<file path="src/rtl/text_console_if.sv">
// Byte stream into the text console.
// Valid/ready handshake carrying a byte and its attribute bit.
interface text_console_if;
    logic       in_valid;
    logic       in_ready;
    logic [7:0] in_data;
    logic       in_attr;

    modport master (
        output in_valid,
        output in_data,
        output in_attr,
        input  in_ready
    );

    modport slave (
        input  in_valid,
        input  in_data,
        input  in_attr,
        output in_ready
    );
endinterface

</file>
<file path="src/rtl/text_console.sv">
// TTY-style sequencer for the text-mode display write port.
// Prints bytes, moves the cursor and runs row/screen clears.
module text_console #(
    parameter int COLS = 80,
    parameter int ROWS = 60,
    parameter int TAB  = 8
) (
    input  logic          clk_sys,
    input  logic          btn_rst_n,
    text_console_if.slave in_if,
    output logic [6:0]    char_x,
    output logic [5:0]    char_y,
    output logic [8:0]    char_chr,
    output logic          char_str,
    output logic [6:0]    cur_x,
    output logic [5:0]    cur_y,
    output logic          busy
);

    typedef enum logic [1:0] {
        CLR_SCREEN,
        CLR_ROW,
        IDLE
    } state_t;

    localparam logic [7:0] COLS_W = 8'(COLS);
    localparam logic [7:0] END_X  = 8'(COLS - 1);
    localparam logic [6:0] ROWS_W = 7'(ROWS);
    localparam logic [6:0] LAST_X = 7'(COLS - 1);
    localparam logic [5:0] LAST_Y = 6'(ROWS - 1);
    localparam logic [7:0] TAB_M  = 8'(TAB - 1);
    localparam logic [7:0] SCR_X1 = (COLS == 1) ? 8'd0 : 8'd1;
    localparam logic [6:0] SCR_Y1 = (COLS == 1) ? 7'd1 : 7'd0;
    localparam logic [8:0] BLANK  = 9'h020;

    state_t     state_q, state_d;
    logic [7:0] cnt_x_q, cnt_x_d;
    logic [6:0] cnt_y_q, cnt_y_d;
    logic [6:0] cur_x_q, cur_x_d;
    logic [5:0] cur_y_q, cur_y_d;
    logic [6:0] wx_d;
    logic [5:0] wy_d;
    logic [8:0] wc_d;
    logic       ws_d;

    logic       accept;
    logic [7:0] d;
    logic       is_print, is_cr, is_lf, is_bs, is_tab, is_ff;
    logic [5:0] nl_y;
    logic [7:0] tab_x;
    logic       tab_wrap;

    assign in_if.in_ready = (state_q == IDLE);
    assign busy           = (state_q != IDLE);
    assign cur_x          = cur_x_q;
    assign cur_y          = cur_y_q;

    assign accept   = in_if.in_valid && (state_q == IDLE);
    assign d        = in_if.in_data;
    assign is_print = (d >= 8'h20) && (d != 8'h7F);
    assign is_cr    = (d == 8'h0D);
    assign is_lf    = (d == 8'h0A);
    assign is_bs    = (d == 8'h08);
    assign is_tab   = (d == 8'h09);
    assign is_ff    = (d == 8'h0C);
    assign nl_y     = (cur_y_q == LAST_Y) ? 6'd0 : cur_y_q + 6'd1;
    assign tab_x    = ({1'b0, cur_x_q} | TAB_M) + 8'd1;
    assign tab_wrap = (tab_x >= COLS_W);

    // State, counters, cursor and the registered write port
    always_ff @(posedge clk_sys or negedge btn_rst_n) begin
        if (!btn_rst_n) begin
            state_q  <= CLR_SCREEN;
            cnt_x_q  <= '0;
            cnt_y_q  <= '0;
            cur_x_q  <= '0;
            cur_y_q  <= '0;
            char_x   <= '0;
            char_y   <= '0;
            char_chr <= '0;
            char_str <= 1'b0;
        end else begin
            state_q  <= state_d;
            cnt_x_q  <= cnt_x_d;
            cnt_y_q  <= cnt_y_d;
            cur_x_q  <= cur_x_d;
            cur_y_q  <= cur_y_d;
            char_x   <= wx_d;
            char_y   <= wy_d;
            char_chr <= wc_d;
            char_str <= ws_d;
        end
    end

    // Next state: clears walk cells, IDLE decodes the accepted byte.
    // A newline strobes cell 0 of the new row on the accept edge itself.
    always_comb begin
        state_d = state_q;
        cnt_x_d = cnt_x_q;
        cnt_y_d = cnt_y_q;
        cur_x_d = cur_x_q;
        cur_y_d = cur_y_q;
        wx_d    = char_x;
        wy_d    = char_y;
        wc_d    = char_chr;
        ws_d    = 1'b0;
        unique case (state_q)
            CLR_SCREEN: begin
                if (cnt_y_q == ROWS_W) begin
                    state_d = IDLE;
                end else begin
                    ws_d = 1'b1;
                    wx_d = cnt_x_q[6:0];
                    wy_d = cnt_y_q[5:0];
                    wc_d = BLANK;
                    if (cnt_x_q == END_X) begin
                        cnt_x_d = 8'd0;
                        cnt_y_d = cnt_y_q + 7'd1;
                    end else begin
                        cnt_x_d = cnt_x_q + 8'd1;
                    end
                end
            end
            CLR_ROW: begin
                if (cnt_x_q == COLS_W) begin
                    state_d = IDLE;
                end else begin
                    ws_d    = 1'b1;
                    wx_d    = cnt_x_q[6:0];
                    wy_d    = cur_y_q;
                    wc_d    = BLANK;
                    cnt_x_d = cnt_x_q + 8'd1;
                end
            end
            IDLE: begin
                if (accept) begin
                    unique case (1'b1)
                        is_print: begin
                            ws_d = 1'b1;
                            wx_d = cur_x_q;
                            wy_d = cur_y_q;
                            wc_d = {in_if.in_attr, d};
                            if (cur_x_q == LAST_X) begin
                                cur_x_d = 7'd0;
                                cur_y_d = nl_y;
                                cnt_x_d = 8'd0;
                                state_d = CLR_ROW;
                            end else begin
                                cur_x_d = cur_x_q + 7'd1;
                            end
                        end
                        is_cr: cur_x_d = 7'd0;
                        is_lf, is_tab: begin
                            if (is_lf || tab_wrap) begin
                                cur_x_d = 7'd0;
                                cur_y_d = nl_y;
                                ws_d    = 1'b1;
                                wx_d    = 7'd0;
                                wy_d    = nl_y;
                                wc_d    = BLANK;
                                cnt_x_d = 8'd1;
                                state_d = CLR_ROW;
                            end else begin
                                cur_x_d = tab_x[6:0];
                            end
                        end
                        is_bs: begin
                            if (cur_x_q != 7'd0) begin
                                cur_x_d = cur_x_q - 7'd1;
                                ws_d    = 1'b1;
                                wx_d    = cur_x_q - 7'd1;
                                wy_d    = cur_y_q;
                                wc_d    = BLANK;
                            end
                        end
                        is_ff: begin
                            cur_x_d = 7'd0;
                            cur_y_d = 6'd0;
                            ws_d    = 1'b1;
                            wx_d    = 7'd0;
                            wy_d    = 6'd0;
                            wc_d    = BLANK;
                            cnt_x_d = SCR_X1;
                            cnt_y_d = SCR_Y1;
                            state_d = CLR_SCREEN;
                        end
                        default: ;
                    endcase
                end
            end
            default: state_d = CLR_SCREEN;
        endcase
    end

endmodule

</file>
<file path="src/flat_wrapper.sv">
// flat-port wrapper written by rule: the top's interface ports become plain ports
module text_console_flat 
#(
    parameter int COLS = 80,
    parameter int ROWS = 60,
    parameter int TAB  = 8
)
  (clk_sys, btn_rst_n, char_x, char_y, char_chr, char_str, cur_x, cur_y, busy, in_if_in_valid, in_if_in_data, in_if_in_attr, in_if_in_ready);
  text_console_if in_if_i ();
  input  logic clk_sys;
  input  logic btn_rst_n;
  output logic [6:0] char_x;
  output logic [5:0] char_y;
  output logic [8:0] char_chr;
  output logic char_str;
  output logic [6:0] cur_x;
  output logic [5:0] cur_y;
  output logic busy;
  input wire logic [$bits(in_if_i.in_valid)-1:0] in_if_in_valid;
  input wire logic [$bits(in_if_i.in_data)-1:0] in_if_in_data;
  input wire logic [$bits(in_if_i.in_attr)-1:0] in_if_in_attr;
  output wire logic [$bits(in_if_i.in_ready)-1:0] in_if_in_ready;
  assign in_if_i.in_valid = in_if_in_valid;
  assign in_if_i.in_data = in_if_in_data;
  assign in_if_i.in_attr = in_if_in_attr;
  assign in_if_in_ready = in_if_i.in_ready;
  text_console #(.COLS(COLS), .ROWS(ROWS), .TAB(TAB)) u_core (.clk_sys(clk_sys), .btn_rst_n(btn_rst_n), .in_if(in_if_i), .char_x(char_x), .char_y(char_y), .char_chr(char_chr), .char_str(char_str), .cur_x(cur_x), .cur_y(cur_y), .busy(busy));
endmodule
</file>
<file path="config.mk">
export PLATFORM = sky130hd
export DESIGN_NAME = text_console_flat
export DESIGN_NICKNAME = d
export VERILOG_FILES = /design/src/rtl/text_console_if.sv /design/src/rtl/text_console.sv /design/src/flat_wrapper.sv
export SDC_FILE = /design/constraint.sdc
export NUM_CORES = 1
export LEC_CHECK = 0
export ABC_AREA = 1
export CORE_ASPECT_RATIO = 0.9
export CORE_MARGIN = 3
export CORE_UTILIZATION = 30
export DETAILED_ROUTE_END_ITERATION = 12
export GPL_ROUTABILITY_DRIVEN = 0
export GPL_TIMING_DRIVEN = 0
export SETUP_SLACK_MARGIN = 0.2
export SLEW_MARGIN = 10
export SYNTH_ARGS = -nofsm -noshare
export SYNTH_HDL_FRONTEND = slang
export SYNTH_SLANG_ARGS = --single-unit
export TNS_END_PERCENT = 50
</file>
<file path="constraint.sdc">
create_clock -name clk_sys -period 1.9 [get_ports clk_sys]
set_clock_uncertainty 0.05 [all_clocks]
set_input_delay 0.57 -clock clk_sys [delete_from_list [all_inputs] [get_ports clk_sys]]
set_output_delay 0.57 -clock clk_sys [all_outputs]
set_load 0.02 [all_outputs]
</file>
==> flow_metrics.py <==
metrics = {
    "cts": {
        "htree_levels": 2,
        "tritoncts": "done",
        "numCtsBuffers": 5,
        "clock_latency_ns": 0.30,
        "cts_sinks": 53,
        "clk_pin_slew_worst_paths_ns": 0.08,
        "clockRootBuffer": "clkbuf_16",
        "clk_path_buf_depth": 2,
    },
    "critical_path": {
        "endpoint_kind": "register",
        "path_cells": "buf_6 > inv_6 > ha_4 > inv_4 > nand3_2 > inv_1 > nor2_1 > nor2_1 > nand2_1 > nand4_1 > buf_2 > nand2_1 > o21ai_1",
        "cp.arrival_ns": 2.13,
        "slowest_delay_ns": 0.40,
        "cp.required_ns": 2.03,
        "crit_family": "simple AND/OR/NAND/NOR gates",
        "path_max_fanout": 5,
        "slowest_stage": "dfrtp_2",
        "critPathKind": "register to register",
        "critPathLaunchType": "register",
        "cp.buffers_inverters": 5,
    },
    "synthesis": {
        "synth_fp_nets": 617,
        "ys_ff_latch": 53,
        "synth.distinct_cells": 35,
        "synthMuxAreaShare": 0,
        "synth_top_family_by_area": "simple AND/OR/NAND/NOR gates",
        "synth-xor-area-share": 0.03373,
        "ys_warn_count": 0,
        "yosysSeqAreaShare": 0.3405,
        "syn_avg_cell_area_um2": 6.591,
        "postSynthCellCount": 591,
        "synthSimpleGateAreaFrac": 0.3987,
        "synth_top_area_cell": "dfrtp_1",
        "synthAdderAreaFrac": 0.04497,
        "synthTopCellsByArea": "dfrtp_1, nand2_1, nor2_1, nand3_1, inv_1",
        "synth.top_cell.area_share": 0.3405,
        "syn_area_um2": 3895,
        "synth_compound_area_frac": 0.08384,
    },
    "drt": {
        "routed_wl_mm": 12.63,
        "drc": 0,
        "drtIter0Drc": 342,
        "wl_per_cell_um": 14.58,
        "drtPass1Iterations": 5,
        "vias": 4261,
        "ant_nets": 0,
        "via_per_inst": 4.920,
    },
    "hold_path": {
        "hold_path.class": "input pin to async pin",
    },
    "sta": {
        "tns_ns": -1.637,
        "setup_violations": 30,
        "drv_slew": 0,
        "timing.final.crit_period_ns": 1.995,
        "fin_ws_ns": -0.09500,
        "relSlewSlack": 0.6742,
        "hold_ws_ns": 0.1797,
        "rsz0062_at_grt": "yes",
        "period_share": 1.050,
        "hold_violations": 0,
        "fmax_ghz": 0.5013,
        "worst_pin_slew_ns": 0.4887,
    },
    "global_routing": {
        "grt_pass1_vias": 4039,
        "grt_antenna_before_repair": 0,
        "grt_usage": 0.1712,
        "overflow": 0,
        "grt_max_degree": 36,
        "grt_pass1_wl_mm": 20.33,
    },
    "floorplan": {
        "dieArea_um2": 14390,
        "rows": 38,
        "pin_count": 50,
        "die_w_um": 126.1,
        "core_um2": 12360,
        "die_h_um": 114.1,
        "initial_utilization": 0.3151,
    },
    "placement": {
        "pre_cts_ws_ns": -0.7451,
        "dp.cells": 801,
        "placed_area_um2": 4678,
        "port_buffers": 49,
        "hpwlAfterDp_mm": 8.468,
    },
    "power": {
        "peakVddDrop_uv": 385.7,
        "power_leakage_nw": 2.932,
        "cellPowerDensity_nw_per_um2": 397.7,
        "total_power_mw": 2.299,
    },
    "finish": {
        "area_growth_pct": 48.41,
        "utilization": 0.4676,
        "ff_latch_area_um2": 1335,
        "final_cell_area_um2": 5781,
        "fin_nets": 731,
        "instances_no_fill": 866,
        "multi_input_area_um2": 2688,
        "antenna_cells": 0,
        "n_fill_cell": 1228,
        "drive_gt1_frac": 0.3357,
    },
    "run": {
        "max-cap-violations": 0,
    },
    "run_status": {
        "violations": "negative setup slack",
        "status": "complete, but fails checks",
    },
}
layer usage:
layer / vias up / routed length, um / global-route usage
met5: - / 0 / 0
met4: 0 / 192 / 0.03503
met3: 19 / 678 / 0.02519
met2: 119 / 6003 / 0.2903
met1: 2021 / 5755 / 0.2341
li1: 2102 / - / -
power by group:
part | leakage (nW) | switching [mW] | internal (mW)
clock | 0.0810 | 0.430 | 0.626
sequential | 0.639 | 0 | 1.13
combinational | 2.21 | 0.0777 | 0.0383
total | 2.93 | 0.508 | 1.79
placed cells by master, fill, tap and decap left out, drive strengths merged:
cell,Yosys,layout
nand2,205,205
buf,16,87
nor2,83,84
inv,65,65
dfrtp,53,53
nand3,52,53
o21ai,37,37
dlygate4sd2,0,33
ha,14,14
a21oi,13,13
nand4,12,12
xor2,12,12
clkbuf,5,9
a31oi,5,5
nor3,4,4
xnor2,3,3
or2,2,2
a22oi,2,2
o31ai,2,2
clkdlybuf4s50,0,2
clkinv,1,2
nor4,1,1
nand3b,1,1
a211oi,1,1
nor3b,1,1
o21bai,1,1
bufinv,0,1
clkdlybuf4s15,0,1
layout make-up:
type / instances / area share
multi-input cells: 453 / 0.4649
flip-flops and latches: 53 / 0.2310
repair buffers: 106 / 0.1632
inverters: 66 / 0.04632
well taps: 160 / 0.03463
plain buffers: 20 / 0.03095
clock buffers: 6 / 0.02229
clock inverters: 2 / 0.006710
state kept, by name (all words and copies together) (netlist names):
| register | flops |
|---|---|
| u_core.char_y | 6 |
| u_core.char_chr | 9 |
| u_core.char_x | 7 |
| u_core.cur_x | 7 |
| u_core.char_str | 1 |
| u_core.cur_y | 6 |
| u_core.state_q | 2 |
| u_core.cnt_x_q | 8 |
| u_core.cnt_y_q | 7 |
Yosys cell counts, drive strengths merged:
library cell,n
nor3b,1
a22oi,2
buf,16
clkinv,1
o21bai,1
nand3b,1
nor3,4
o31ai,2
o21ai,37
a31oi,5
dfrtp,53
nand3,52
or2,2
nand2,205
xnor2,3
clkbuf,5
xor2,12
a211oi,1
nor4,1
nand4,12
a21oi,13
inv,65
nor2,83
ha,14
timing repair:
action,CTS,global route
hold buffers,0,0
pin swaps,50,42
setup endpoints to repair,91,62
gates resized for setup,222,55
buffers inserted,39,10
cloned,6,3
kinds of logic (layout without fill, tap and decap cells):
group           Yosys count  in the layout
compound gates           61             61
xor+xnor                 15             15
buf+inv                  87            200
simple gates            361            363
fa+ha+maj                14             14
flops                    53             53
final timing paths:
path | cells past startpoint | start | slack [ns] | endpoint
max in group asynchronous | 2 | btn_rst_n | 1.04 | u_core.cur_y[5]$_DFFE_PN0P_
min in group clk_sys | 2 | u_core.char_y[2]$_DFFE_PN0P_ | 0.42 | u_core.char_y[2]$_DFFE_PN0P_
worst max-delay path | 13 | u_core.cur_x[4]$_DFFE_PN0P_ | -0.09 | u_core.cur_y[2]$_DFFE_PN0P_
worst min-delay path | 1 | btn_rst_n | 0.18 | u_core.cur_x[1]$_DFFE_PN0P_
worst min register to register | 2 | u_core.char_y[2]$_DFFE_PN0P_ | 0.42 | u_core.char_y[2]$_DFFE_PN0P_
worst max register to register | 13 | u_core.cur_x[4]$_DFFE_PN0P_ | -0.09 | u_core.cur_y[2]$_DFFE_PN0P_
No activity file was read; power rests on OpenSTA's default activity.
